==> src/rtl/uart_pkg.sv <==
// Shared UART definitions: byte type, line terminators
// and the frame-delay default used by rx/tx blocks.
package uart_pkg;

    typedef logic [7:0] byte_t;

    localparam byte_t EOL_CR       = 8'h0D;
    localparam byte_t EOL_LF       = 8'h0A;
    localparam int    DELAY_FRAMES = 2;

    function automatic logic is_eol(input byte_t b, input byte_t eol);
        return b == eol;
    endfunction

endpackage

==> src/rtl/uart_fifo_ram.sv <==
// DEPTH x 8 storage for the rx line FIFO.
// Ports: clk, i_we/i_waddr/i_wdata (registered write), i_raddr/o_rdata (async read).
module uart_fifo_ram
    import uart_pkg::*;
#(
    parameter  int DEPTH  = 16,
    localparam int ADDR_W = $clog2(DEPTH)
) (
    input  logic              clk,
    input  logic              i_we,
    input  logic [ADDR_W-1:0] i_waddr,
    input  byte_t             i_wdata,
    input  logic [ADDR_W-1:0] i_raddr,
    output byte_t             o_rdata
);

    byte_t r_mem [DEPTH];

    // Storage is intentionally not reset.
    always_ff @(posedge clk) begin
        if (i_we) begin
            r_mem[i_waddr] <= i_wdata;
        end
    end

    assign o_rdata = r_mem[i_raddr];

endmodule

==> src/rtl/uart_rx_line_fifo.sv <==
// First-word-fall-through byte FIFO behind the UART receiver, counting
// buffered EOL-terminated lines and flagging dropped bytes (sticky).
// Ports: clk, rst_n, in_data/in_strobe (byte-ready level, rising edge writes),
// out_data/out_valid/out_ready, count, line_count, line_avail, overflow,
// clear_ovf, flush.
module uart_rx_line_fifo
    import uart_pkg::*;
#(
    parameter  int    DEPTH    = 16,
    parameter  byte_t EOL_CHAR = EOL_CR,
    localparam int    ADDR_W   = $clog2(DEPTH)
) (
    input  logic            clk,
    input  logic            rst_n,
    input  byte_t           in_data,
    input  logic            in_strobe,
    output byte_t           out_data,
    output logic            out_valid,
    input  logic            out_ready,
    output logic [ADDR_W:0] count,
    output logic [ADDR_W:0] line_count,
    output logic            line_avail,
    output logic            overflow,
    input  logic            clear_ovf,
    input  logic            flush
);

    localparam int CNT_W = ADDR_W + 1;
    localparam logic [ADDR_W:0] FULL_CNT = CNT_W'(DEPTH);

    logic [ADDR_W-1:0] r_wr_ptr;
    logic [ADDR_W-1:0] r_rd_ptr;
    logic [ADDR_W:0]   r_count;
    logic [ADDR_W:0]   r_line_count;
    logic              r_strobe_q;
    logic              r_overflow;

    byte_t w_rd_data;
    logic  w_push_req;
    logic  w_full;
    logic  w_pop;
    logic  w_push;
    logic  w_wr_en;
    logic  w_ovf_set;
    logic  w_push_eol;
    logic  w_pop_eol;

    assign w_push_req = in_strobe & ~r_strobe_q;
    assign w_full     = (r_count == FULL_CNT);
    assign out_valid  = (r_count != '0);
    assign w_pop      = out_valid & out_ready;
    // A full FIFO still takes a byte when the head leaves in the same cycle.
    assign w_push     = w_push_req & (~w_full | w_pop);
    assign w_wr_en    = w_push & ~flush;
    assign w_ovf_set  = w_push_req & w_full & ~w_pop & ~flush;
    assign w_push_eol = w_push & is_eol(in_data, EOL_CHAR);
    assign w_pop_eol  = w_pop & is_eol(w_rd_data, EOL_CHAR);

    assign out_data   = out_valid ? w_rd_data : 8'h00;
    assign count      = r_count;
    assign line_count = r_line_count;
    assign line_avail = (r_line_count != '0);
    assign overflow   = r_overflow;

    uart_fifo_ram #(
        .DEPTH (DEPTH)
    ) u_ram (
        .clk     (clk),
        .i_we    (w_wr_en),
        .i_waddr (r_wr_ptr),
        .i_wdata (in_data),
        .i_raddr (r_rd_ptr),
        .o_rdata (w_rd_data)
    );

    always_ff @(posedge clk or negedge rst_n) begin
        if (!rst_n) begin
            r_strobe_q <= 1'b0;
        end else begin
            r_strobe_q <= in_strobe;
        end
    end

    always_ff @(posedge clk or negedge rst_n) begin
        if (!rst_n) begin
            r_wr_ptr     <= '0;
            r_rd_ptr     <= '0;
            r_count      <= '0;
            r_line_count <= '0;
        end else if (flush) begin
            r_wr_ptr     <= '0;
            r_rd_ptr     <= '0;
            r_count      <= '0;
            r_line_count <= '0;
        end else begin
            if (w_push) begin
                r_wr_ptr <= r_wr_ptr + ADDR_W'(1);
            end
            if (w_pop) begin
                r_rd_ptr <= r_rd_ptr + ADDR_W'(1);
            end
            unique case ({w_push, w_pop})
                2'b10:   r_count <= r_count + CNT_W'(1);
                2'b01:   r_count <= r_count - CNT_W'(1);
                default: r_count <= r_count;
            endcase
            unique case ({w_push_eol, w_pop_eol})
                2'b10:   r_line_count <= r_line_count + CNT_W'(1);
                2'b01:   r_line_count <= r_line_count - CNT_W'(1);
                default: r_line_count <= r_line_count;
            endcase
        end
    end

    // Set beats clear when both happen in one cycle.
    always_ff @(posedge clk or negedge rst_n) begin
        if (!rst_n) begin
            r_overflow <= 1'b0;
        end else if (w_ovf_set) begin
            r_overflow <= 1'b1;
        end else if (clear_ovf) begin
            r_overflow <= 1'b0;
        end
    end

endmodule

==> config.mk <==
export PLATFORM = sky130hd
export DESIGN_NAME = uart_rx_line_fifo
export DESIGN_NICKNAME = d
export VERILOG_FILES = /design/src/rtl/uart_pkg.sv /design/src/rtl/uart_fifo_ram.sv /design/src/rtl/uart_rx_line_fifo.sv
export SDC_FILE = /design/constraint.sdc
export NUM_CORES = 1
export LEC_CHECK = 0
export ABC_AREA = 1
export BUFFER_PORTS_ARGS = -buffer_cell sky130_fd_sc_hd__clkbuf_2
export CAP_MARGIN = 15
export CORE_MARGIN = 8
export CORE_UTILIZATION = 30
export CTS_CLUSTER_SIZE = 28
export DETAILED_ROUTE_END_ITERATION = 12
export GPL_ROUTABILITY_DRIVEN = 0
export MAX_ROUTING_LAYER = met4
export SETUP_SLACK_MARGIN = 0.15
export SLEW_MARGIN = 20
export SYNTH_ARGS = -nofsm -noshare
export SYNTH_HDL_FRONTEND = slang
export SYNTH_HIERARCHICAL = 1
export SYNTH_SLANG_ARGS = --single-unit
==> constraint.sdc <==
create_clock -name clk -period 4.4 [get_ports clk]
set_input_delay 0.44 -clock clk [delete_from_list [all_inputs] [get_ports clk]]
set_output_delay 0.44 -clock clk [all_outputs]
set_load 0.05 [all_outputs]
---- After elaboration in Yosys (flattened, before gate mapping) ----
Memories as Yosys holds them, arrays and structs flattened.
Index checks and enable logic that the tools add are counted.
storage, ports and cells
  latch bits .............................. 0
  word-level logic and storage cells ...... 54
  bits in writable memories ............... 128
  ROM bits ................................ 0
  memories ................................ 1
  output and inout port bits .............. 21
  register bits after elaboration ......... 20
operators by class
  add/subtract/negate cells ............... 6
  multiplexer cells ....................... 13
  reduce and logical (&&, ||, !) cells .... 7
  $lt $le $gt $ge ......................... 0
  shifts and indexed selects .............. 0
  divide/modulo/power cells ............... 0
  multipliers ............................. 0
  equality and inequality tests ........... 7
  bitwise operators ....................... 14
memories
  memory       words  width  rd ports  clocked after Yosys merged registers in  write ports  line                 text
  u_ram.r_mem  16     8      1         0                                        1            uart_fifo_ram.sv:17  byte_t r_mem [DEPTH];
operators by type and width
  kind                                                                    count
  5-bit case mux with 2 select lines                                      2
  8-bit by 4-bit equality test with 1-bit output (second input constant)  2
  4-bit 2-to-1 mux                                                        4
  5-bit by 1-bit adder with 5-bit output (second input constant)          2
  5-bit 2-to-1 mux                                                        2
  5-bit nonzero test                                                      2
  5-bit by 1-bit subtractor with 5-bit output (second input constant)     2
  1-bit AND                                                               9
  4-bit by 1-bit adder with 4-bit output (second input constant)          2
  8-bit 2-to-1 mux                                                        1
  2-bit nonzero test                                                      3
  3-bit nonzero test                                                      2
  5-bit equality test (second input constant)                             1
  2-bit by 1-bit equality test with 1-bit output (second input constant)  2
  2-bit equality test (second input constant)                             2
  1-bit 2-to-1 mux                                                        4
  1-bit inverter                                                          4
  1-bit bitwise OR                                                        1

---- Depth between registers and ports, before layout ----
Gate-level depths: netlist (run 1).
  depth in word-level cells ............... 8
  gate-level depth with buffers ........... 23

---- By module ----
The synthesis (run 1) kept the hierarchy.
modules (own cells, without submodules)
  module             sequential area each (um^2)  cells an instance  times used  area an instance (um^2)
  uart_fifo_ram      3843.7                       543                1           5606.6
  uart_rx_line_fifo  500.5                        194                1           1461.4

---- Worst setup path after synthesis (run 1) ----
OpenSTA, ideal clock, no wires.
  path kind ............................... flip-flop to flip-flop
  from .................................... register r_count[4] (netlist: count[4])
  to ...................................... register r_count[4] (netlist: count[4])
  data required time ...................... 4273 ps
  path slack .............................. 1858 ps
  stages on the path, launching flop included .. 14
  data arrival time ....................... 2415 ps
  buffers on the path ..................... 0
  cells stage by stage .................... dfrtp_1 > inv_1 > nand3_4 > nand2_4 > nor2_4 > inv_2 > fa_1 > o21ai_0 > nand2_1 > nand2_1 > nand2_1 > nand2_1 > xor2_1 > o21ai_1
between the ends
  word-level cells in the longest chain between the ends .. 7
  elaborated cells between the ends (all ways) .. 13
  those cells by class .................... 2 x add/sub; 3 x eq/ne; 2 x mux; 4 x bitwise; 2 x reduce/logical
RTL lines
  element                                                                                       line                      text
  start, declared                                                                               uart_rx_line_fifo.sv:33   logic [ADDR_W:0] r_count;
  start signal, assigned                                                                        uart_rx_line_fifo.sv:103  2'b10: r_count <= r_count + CNT_W'(1);
  start signal, assigned                                                                        uart_rx_line_fifo.sv:104  2'b01: r_count <= r_count - CNT_W'(1);
  start signal, assigned                                                                        uart_rx_line_fifo.sv:105  default: r_count <= r_count;
  5-bit nonzero test (*)                                                                        uart_rx_line_fifo.sv:50   assign out_valid = (r_count != '0);
  via out_valid                                                                                 uart_rx_line_fifo.sv:18   output logic out_valid,
  1-bit AND (*)                                                                                 uart_rx_line_fifo.sv:51   assign w_pop = out_valid & out_ready;
  1-bit bitwise OR                                                                              uart_rx_line_fifo.sv:53   assign w_push = w_push_req & (~w_full | w_pop);
  1-bit AND                                                                                     uart_rx_line_fifo.sv:53
  2-bit by 1-bit equality test with 1-bit output / 2-bit equality test (equally long branches)  uart_rx_line_fifo.sv:102  unique case ({w_push, w_pop})
  5-bit case mux with 2 select lines                                                            uart_rx_line_fifo.sv:102
  5-bit 2-to-1 mux                                                                              uart_rx_line_fifo.sv:90   end else if (flush) begin
Mark *: on every way through the listed nets, which the timed path passes. The rest lies on a longest branch.
A chain may end at the register's enable or synchronous reset.

---- Worst setup path in the final report (run 1) ----
  from .................................... register r_rd_ptr[0]
  to ...................................... register r_line_count[4] (netlist: line_count[4])
between the ends
  word-level cells in the longest chain between the ends .. 6
  elaborated cells between the ends (all ways) .. 8
  those cells by class .................... 3 x eq/ne; 2 x mux; 1 x bitwise; 1 x reduce/logical; 1 x memory
RTL lines
  element                                                                                       line                      text
  start, declared                                                                               uart_rx_line_fifo.sv:32   logic [ADDR_W-1:0] r_rd_ptr;
  start signal, assigned                                                                        uart_rx_line_fifo.sv:100  r_rd_ptr <= r_rd_ptr + ADDR_W'(1);
  memory read 16 x 8 bit (*)                                                                    -
  via w_rd_data[4]                                                                              uart_rx_line_fifo.sv:38   byte_t w_rd_data;
  8-bit by 4-bit equality test with 1-bit output (*)                                            uart_pkg.sv:12            return b == eol;
  1-bit AND (*)                                                                                 uart_rx_line_fifo.sv:57   assign w_pop_eol = w_pop & is_eol(w_rd_data, EOL_CHAR);
  2-bit by 1-bit equality test with 1-bit output / 2-bit equality test (equally long branches)  uart_rx_line_fifo.sv:107  unique case ({w_push_eol, w_pop_eol})
  5-bit case mux with 2 select lines                                                            uart_rx_line_fifo.sv:107
  5-bit 2-to-1 mux                                                                              uart_rx_line_fifo.sv:90
  end signal, assigned                                                                          uart_rx_line_fifo.sv:108  2'b10: r_line_count <= r_line_count + CNT_W'(1);
  end signal, assigned                                                                          uart_rx_line_fifo.sv:109  2'b01: r_line_count <= r_line_count - CNT_W'(1);
  end signal, assigned                                                                          uart_rx_line_fifo.sv:110  default: r_line_count <= r_line_count;
  end, declared                                                                                 uart_rx_line_fifo.sv:34   logic [ADDR_W:0] r_line_count;
Marks and branches as above.

==> results of run 1 <==
sequential cells by signal, summed over array words and instances, names as in the netlist:
signal and count:
u_ram/r_mem 128, count 5, line_count 5, r_rd_ptr 4, r_wr_ptr 4, overflow 1
r_strobe_q 1
logic make-up (layout without fill, tap and decap cells):
logic type      after synthesis  in the layout  share of synthesized area, %
buf+inv                     168            216                         10.05
xor+xnor                      5              5                        0.6196
compound gates               25             25                         2.001
fa+ha+maj                    10             10                         1.983
flops                       148            148                         61.46
simple gates                381            381                         23.88
metrics by stage:
stage | cells | total power, mW | cell area, um2 | hold slack, ps
global route | 1104 | 4.687 | 8174 | 114.9
CTS | 1104 | 4.508 | 8174 | 117.8
detailed placement | 1071 | 2.893 | 7512 | 454.0
finish | 1104 | 4.474 | 8174 | 132.0
global placement | 1071 | 2.888 | 7512 | 452.5
floorplan | 737 | 2.584 | 7068 | 144.4
routing by layer:
metal  global-route usage, %  up-vias  share of wire (%)
li1                        -     2424                  -
met1                   16.47     2313                 46
met2                   19.79      145                 46
met3                   3.745       17                6.8
met4                   4.040        0                1.3
met5                       -        -                  0
worst min-delay path by stage:
| stage | depth (start not counted) | to | startpoint |
|---|---|---|---|
| final | 1 | r_strobe_q$_DFF_PN0_ | in_strobe |
| after global routing | 1 | r_strobe_q$_DFF_PN0_ | in_strobe |
| after CTS | 1 | r_strobe_q$_DFF_PN0_ | in_strobe |
| after detailed placement | 1 | count[3]$_DFFE_PN0P_ | rst_n |
| after global placement | 1 | count[2]$_DFFE_PN0P_ | rst_n |
| after floorplan | 0 | count[0]$_DFFE_PN0P_ | rst_n |
final cells by class:
class	instances	area (um2)	share of cell area (%)
clock inverter	14	222.7	2.725
inverter	143	539.3	6.597
sequential	148	4345	53.16
multi-input combinational	421	2013	24.63
tap	319	399.1	4.883
timing repair buffer	41	225.2	2.755
clock buffer	18	429.2	5.250
power by group:
| part | switching, mW | total (mW) | internal (mW) |
|---|---|---|---|
| logic | 0.939 | 1.24 | 0.302 |
| clock network | 0.596 | 1.61 | 1.02 |
| registers | 0.0518 | 1.62 | 1.57 |
| total | 1.59 | 4.47 | 2.89 |
cells in the mapped netlist (3+ instances only):
cell	instances	area, um2
nand2_4	4	45.04
o21ai_1	8	40.04
buf_6	6	67.56
nand2_1	220	825.8
a21oi_1	5	25.02
buf_2	14	70.07
nor3_1	3	15.01
buf_4	4	30.03
dfrtp_1	20	500.5
o21ai_0	6	30.03
inv_1	138	518.0
edfxtp_1	128	3844
inv_2	4	15.01
nand3_1	108	540.5
nor2_4	5	56.30
xor2_1	4	35.03
ha_1	8	100.1
nor2_1	32	120.1
==> run metrics, run 1 <==
Pre-antenna DRT Iters=6; dpl ws=1035 ps; layout net count=796; CP arrival=3740 ps; Worst Setup EP=line_count[4]$_DFFE_PN0P_; CP Launch Type=flip-flop; CP peak stage delay=roughly 520 ps; Setup crit end kind=flip-flop; unrepaired setup endpoints after global routing=false; initial antenna violation count=0; yosys warns=6; Post-synth ARST share=13.51%; post-DP HPWL=10810 um; Root Buffer=clkbuf_16; min Tclk post-route=3418 ps; Final setup viols=0; DR vias=4899; Buf/Inv on CP=5; global-route wire length before repair=27350 um; worst endpoint required time=4720 ps; post-CTS sizing=0; Worst path depth=21; fill count=approximately 2.3k; global route overflow=0; vias in the first global route=4912; post-route setup slack=982.2 ps; Synth Instances=737; Rows=56; number of buffers added on ports=34; hold_buf cts=1; most common cell after layout, fill and taps aside=nand2_1; ant diodes=0; Synth Area per Inst=between 9 and 10 um2; Final Hold Fails=0; I/O Pins=35; CP max FO=38; commonest cells after routing, fill and taps aside=nand2_1 (220), inv_1 (138), edfxtp_1 (128); largest net degree at the start of global routing=around 70; CTS tree=built; Leak=3.591 nW; die height=169.5 um; PD cells=547.3 mW/mm2; DR DRC count=0; kind of critical path=reg2reg; flop-to-flop setup slack=980 ps; Hold Path Class=in2reg; #FFs+latches synth=approximately 150; Routed Antenna Nets=0; worst skew pair latency=430 ps; Yosys cell types=32; H-Tree Level Count=4; Via density=4.438; CP cell instances=inv_2, buf_4, nand2_1, nand3_1, nand3_1, nand3_1, nand2_1, inv_1, nand2_1, nor2_1, nand2_1, nor2_4, nand2_4, inv_1, ha_1, inv_1, o21bai_1, a31oi_1, nand3_1, nand3_1, nand2_1; fmax=approximately 290 MHz; DIE AREA=between 0.02 and 0.03 mm2; Slew @ Worst Pin=960.3 ps; fin crit share=77.68%; cell family with most CP delay=simple AND/OR/NAND/NOR gates; GRT Resource Usage Total=12.98%; Num CTS Buffers=17; DR iter-0 viols=558; slowest CP cell=inv_2; R2R depth=21; EDFF count, synth=~130; Core ar.=~0.023 mm2; Clock transition at path regs=60 ps; max_slew headroom=a little over a third; Area Growth Syn to Fin=15.65%; Syn Nets=761; Die Wd=169.5 um; Clock Tree Buf Depth=2; worst r2r src=r_rd_ptr[0]$_DFFE_PN0P_; setup_tns=0 ps; Max Cap Violations=0; Peak supply drop=0.4453 mV; Setup Skew=11.06 ps; Final Util=a little over a third; Mapped Area=0.007068 mm2; Critical Path Start=r_rd_ptr[0]$_DFFE_PN0P_; top_reg_cell synth=edfxtp_1; status=finished, final reports clean; layout cell share with drive strength beyond 1=12.23%; worst reg2reg path endpoint=line_count[4]$_DFFE_PN0P_; Post-CTS Setup Repair Bufs=0; clock sinks=148; WL per Instance=15.48 um; drt total wl=17090 um; Seq/Total Area, Yosys=61.46%; Initial Util=30.29%; max-slew violation count=0
(Power assumes the default switching activity.)
==> run 2, diff against run 1 <==
clock period = 3.4 ns   (was 4.4 ns; I/O delays follow)
==> run 2 against run 1 <==
Clock-buffer cell count did not move. Sequential share of layout area fell by 0.58 points. Combinational power rose by 32%. Sequential power rose by 30%. First-iteration DRC count fell by 30%. Critical endpoint unchanged.
==> run metrics, run 2 (synthesized netlist as in run 1, its figures left out) <==
status=finished, final reports clean; commonest cells after routing, fill and taps aside=nand2_1 (220), inv_1 (138), edfxtp_1 (128); Critical Path Start=r_rd_ptr[2]$_DFFE_PN0P_; busiest grt layer=met2; met3 Usage GRT=3.024% (-0.72 points); min Tclk post-route=3041 ps (-376.5 ps); die height=169.5 um (unchanged); layout net count=808 (+1.5%); Global Route met1 Usage=15.31% (-1.2 points); WL per Instance=15.15 um (-2.2%); CTS tree=built; H-Tree Level Count=4 (unchanged); HP Start=in_strobe; Max Cap Violations=0 (unchanged); Post-CTS Setup Repair Bufs=0 (unchanged); Via density=4.459 (+0.49%); max FFs per register=128 (unchanged); Hold Path Class=in2reg; drt total wl=16890 um (-1.2%); Slew @ Worst Pin=1067 ps (+106.5 ps); number of buffers added on ports=34 (unchanged); Clock transition at path regs=60 ps (about the same); Sw Share=35.28% (-0.18 points); global-route wire length before repair=26540 um (-3.0%); DR iter-0 viols=389 (-30%); worst endpoint required time=3710 ps (-1010 ps); unrepaired setup endpoints after global routing=false; Final setup viols=0 (unchanged); global route overflow=0 (unchanged); Seq pwr share=37.0% (+0.8 points); placed cell areas=0.007640 mm2 (+1.7%); Peak supply drop=0.5923 mV (+33%); DR vias=4972 (+1.5%); register with the most flip-flops=u_ram/r_mem; Die Wd=169.5 um (unchanged); Area Growth Syn to Fin=16.92%; Setup Skew=8.615 ps (-2.445 ps); post-route setup slack=358.8 ps (-623.5 ps); fin crit share=89.45% (+12 points); Final Hold Fails=0 (unchanged); P_sw=2.007 mW (+27%); Setup crit end kind=flip-flop; final instance area=0.008264 mm2 (+1.1%); global-route track usage on met2=19.61% (-0.18 points); max_slew headroom=28.62% (-7.1 points); hold depth=1 (unchanged); clock power share=34.3% (-1.7 points); worst skew pair latency=420 ps (about the same); Root Buffer=clkbuf_16; Comb pwr share=28.8% (+1.1 points); most common cell after layout, fill and taps aside=nand2_1; CP max FO=15 (-61%); post-DP HPWL=10830 um (+0.17%); Core ar.=0.02333 mm2 (unchanged); I/O Pins=35 (unchanged); initial antenna violation count=0 (unchanged); worst r2r src=r_rd_ptr[2]$_DFFE_PN0P_; fmax=328.8 MHz (+12%); clock sinks=148 (unchanged); max-slew violation count=0 (unchanged); Rows=56 (unchanged); CP Launch Type=flip-flop; DR DRC count=0 (unchanged); largest net degree at the start of global routing=68 (unchanged); Initial Util=30.29% (unchanged); R2R depth=18 (-14%); Pre-antenna DRT Iters=5 (-1); Fin Hold WS=40.65 ps (-91.31 ps); PD cells=688.4 mW/mm2 (+26%); Routed Antenna Nets=0 (unchanged); vias in the first global route=5022 (+2.2%); setup_tns=0 ps (unchanged); layout cell share with drive strength beyond 1=13.19% (+0.96 points); Internal=3.682 mW (+28%); kind of critical path=reg2reg; dpl ws=429.1 ps (-605.9 ps); CP arrival=3360 ps (-380 ps); Num CTS Buffers=17 (unchanged); ant diodes=0 (unchanged); Leak=3.641 nW (+1.4%); Clock Tree Buf Depth=2 (unchanged); GRT Resource Usage Total=12.44% (-0.55 points); DIE AREA=0.02873 mm2 (unchanged)
-- run 2: metal layers --
metal  wire (um)  part of all wire [%]  vias up
met2        7883                    47      154
li1            -                     -     2441
met5           0                     0        -
met3        1033                   6.1       27
met1        7654                    45     2350
met4         316                   1.9        0
-- run 2: path summary, 6_finish.rpt --
kind | end | slack [ps]
setup reg to reg | line_count[4]$_DFFE_PN0P_ | 360
hold reg to reg | overflow$_DFFE_PN0P_ | 540
min in group asynchronous | count[2]$_DFFE_PN0P_ | 440
hold / removal | r_strobe_q$_DFF_PN0_ | 40
setup / recovery | line_count[4]$_DFFE_PN0P_ | 360
max in group asynchronous | r_rd_ptr[0]$_DFFE_PN0P_ | 2540
-- run 2: final cells by class --
cell class	count	area, um2
Clock inverter	13	181.4
Clock buffer	18	429.2
Inverter	143	539.3
Timing Repair Buffer	53	356.6
Tap cell	319	399.1
Fill cell	2362	15070
Sequential cell	148	4345
Multi-Input combinational cell	421	2013
-- run 2: what timing repair did --
item                                    in CTS  in global routing
gates resized for setup                      0                  1
hold endpoints to repair                    20                  0
endpoints found under the setup margin       0                  1
hold buffers                                 1                  0
-- run 2: power groups by stage --
| stage | sequential [mW] | clock [mW] | combinational (mW) |
|---|---|---|---|
| global route | 2.11 | 2.05 | 1.78 |
| floorplan | 2.22 | 0 | 1.13 |
| finish | 2.10 | 1.95 | 1.64 |
| global placement | 2.14 | 0 | 1.63 |
| detailed placement | 2.14 | 0 | 1.64 |
| CTS | 2.10 | 1.98 | 1.64 |
-- run 2: stage by stage --
stage | instances | total power [mW] | util, %
2_1_floorplan | 737 | 3.344 | -
4_1_cts | 1115 | 5.723 | 35.40
3_3_place_gp | 1083 | 3.761 | 32.74
5_1_grt | 1115 | 5.944 | 35.42
3_5_place_dp | 1083 | 3.773 | 32.74
6_report | 1115 | 5.689 | 35.42
-- run 2: critical path, cell delays in order, from the launching register on --
cell and delay (ps):
dfrtp_1 370, inv_1 440, nand3_1 200, nand3_1 160, nand2_1 90, inv_1 60, nand2_1 40, nor2_1 110
nand2_1 170, nor2_4 190, nand2_4 90, inv_1 110, ha_1 260, inv_1 90, o21bai_1 70, a31oi_1 230
nand3_1 110, nand3_1 90, nand2_1 50
==> run 3, diff against run 2 <==
clock period = 3.7 ns   (was 3.4 ns; I/O delays follow)
==> run 3 against run 2 <==
Wire length fell by 1.5%. Flip-flop and latch count did not move. Setup slack improved by 320 ps. Register-to-register slack improved by 320 ps. Largest power group unchanged. Critical path depth rose by 3. Die area did not move.
==> run metrics, run 3 (synthesized netlist as in run 1, its figures left out) <==
max-slew violation count=0 (unchanged); Root Buffer=clkbuf_16; Slew @ Worst Pin=969.7 ps (-97.05 ps); Initial Util=30.29% (unchanged); CP cell instances=inv_2, buf_12, nand2_1, nand3_1, nand3_1, nand3_1, nand2_1, inv_1, nand2_1, nor2_1, nand2_1, nor2_4, nand2_4, inv_1, ha_1, inv_1, o21bai_1, a31oi_1, nand3_1, nand3_1, nand2_1; Setup crit end kind=flip-flop; largest net degree at the start of global routing=65 (-4.4%); Via density=4.432 (-0.61%); PD cells=620.4 mW/mm2 (-9.9%); drt total wl=16630 um (-1.5%); Clock Tree Buf Depth=2 (unchanged); global route overflow=0 (unchanged); DIE AREA=0.02873 mm2 (unchanged); Hold Path Class=in2reg; vias in the first global route=4845 (-3.5%); commonest cells after routing, fill and taps aside=nand2_1 (220), inv_1 (138), edfxtp_1 (128); ant diodes=0 (unchanged); unrepaired setup endpoints after global routing=false; CP Launch Type=flip-flop; slowest CP cell=dfrtp_2; Post-CTS Setup Repair Bufs=0 (unchanged); max FFs per register=128 (unchanged); CP max FO=64 (+49); DR DRC count=0 (unchanged); Rows=56 (unchanged); post-CTS sizing=0 (unchanged); register with the most flip-flops=u_ram/r_mem; global-route wire length before repair=26750 um (+0.78%); Peak supply drop=0.4954 mV (-16%); Final setup viols=0 (unchanged); Core ar.=0.02333 mm2 (unchanged); PnR Total Power=5.028 mW (-12%); number of buffers added on ports=34 (unchanged); most common cell after layout, fill and taps aside=nand2_1; layout cell share with drive strength beyond 1=11.82% (-1.4 points); max_slew headroom=35.11% (+6.5 points); H-Tree Level Count=4 (unchanged); fmax=331.0 MHz (+0.67%); WL per Instance=15.04 um (-0.71%); Num CTS Buffers=17 (unchanged); Final Hold Fails=0 (unchanged); DR vias=4902 (-1.4%); Routed Antenna Nets=0 (unchanged); DR iter-0 viols=337 (-13%); worst skew pair latency=430 ps (about the same); fin crit share=81.65% (-7.8 points); CP peak stage delay=420 ps (-20 ps); kind of critical path=reg2reg; status=finished, final reports clean; Max Cap Violations=0 (unchanged); Leak=3.562 nW (-2.2%); CP arrival=3340 ps (-20 ps); hold_buf cts=1 (unchanged); setup_tns=0 ps (unchanged); CTS tree=built; min Tclk post-route=3021 ps (-20.29 ps); Clock transition at path regs=60 ps (about the same); worst endpoint required time=4020 ps (+310 ps); post-DP HPWL=10750 um (-0.67%); Die Wd=169.5 um (unchanged); clock sinks=148 (unchanged); Setup Skew=15.79 ps (+7.172 ps); Area Growth Syn to Fin=14.68%; GRT Resource Usage Total=12.59% (+0.16 points); layout net count=799 (-1.1%); initial antenna violation count=0 (unchanged); Pre-antenna DRT Iters=7 (+2); I/O Pins=35 (unchanged); die height=169.5 um (unchanged)
run 3: changes by cell type in the layout (fill, tap and decap cells not counted), sizes merged:
cell      previous run  this run
bufinv               4         2
inv                146       144
clkinvlp             3         1
buf                 18         9
clkinv               3         7
clkbuf              52        54
run 3: cell type report:
cell class              count  area (um2)
fillers                  2367       15230
flip-flops and latches    148        4345
multi-input cells         421        2013
inverters                 143       539.3
clock buffers              20       436.7
well taps                 319       399.1
repair buffers             44       260.3
clock inverters            11       111.4
run 3: critical path: cells and delay by family (launching register included):
family | cells | cell delay (ps)
AND/OR/NAND/NOR | 13 | 1400
AO/OA/AOI/OAI | 2 | 260
buffers and inverters | 5 | 590
adder cells (fa/ha/maj) | 1 | 250
flip-flops | 1 | 420
run 3: per-stage QoR:
step,area [um2],util [%],hold slack [ps],std cells,setup slack [ps]
after global placement,7547,32.35,383.0,1074,729.3
after detailed placement,7547,32.35,385.1,1074,702.0
after global routing,8105,34.74,44.19,1106,396.8
after CTS,8105,34.74,43.80,1106,681.3
after floorplan,7068,-,74.41,737,1158
final,8105,34.74,67.59,1106,679.0
run 3: final timing paths:
check                                        start                         to  slack (ps)  depth (start not counted)
max                        r_rd_ptr[0]$_DFFE_PN0P_  line_count[4]$_DFFE_PN0P_         680                         21
min                                      in_strobe       r_strobe_q$_DFF_PN0_          70                          1
max reg2reg                r_rd_ptr[0]$_DFFE_PN0P_  line_count[4]$_DFFE_PN0P_         680                         21
min reg2reg                   overflow$_DFFE_PN0P_       overflow$_DFFE_PN0P_         540                          2
max in group asynchronous                    rst_n    r_rd_ptr[0]$_DFFE_PN0P_        2850                          2
min in group asynchronous                    rst_n       count[0]$_DFFE_PN0P_         460                          2
run 3: layer usage:
| metal | share of wire [%] | global-route usage [%] |
|---|---|---|
| met5 | 0 | - |
| met4 | 1.6 | 3.694 |
| met3 | 5.3 | 3.466 |
| met2 | 46 | 18.87 |
| met1 | 47 | 16.44 |
run 3: power breakdown:
| part | leakage (nW) | switching (mW) | internal [mW] |
|---|---|---|---|
| Combinational | 1.88 | 1.10 | 0.367 |
| Sequential | 1.42 | 0.0629 | 1.87 |
| Clock | 0.267 | 0.653 | 0.980 |
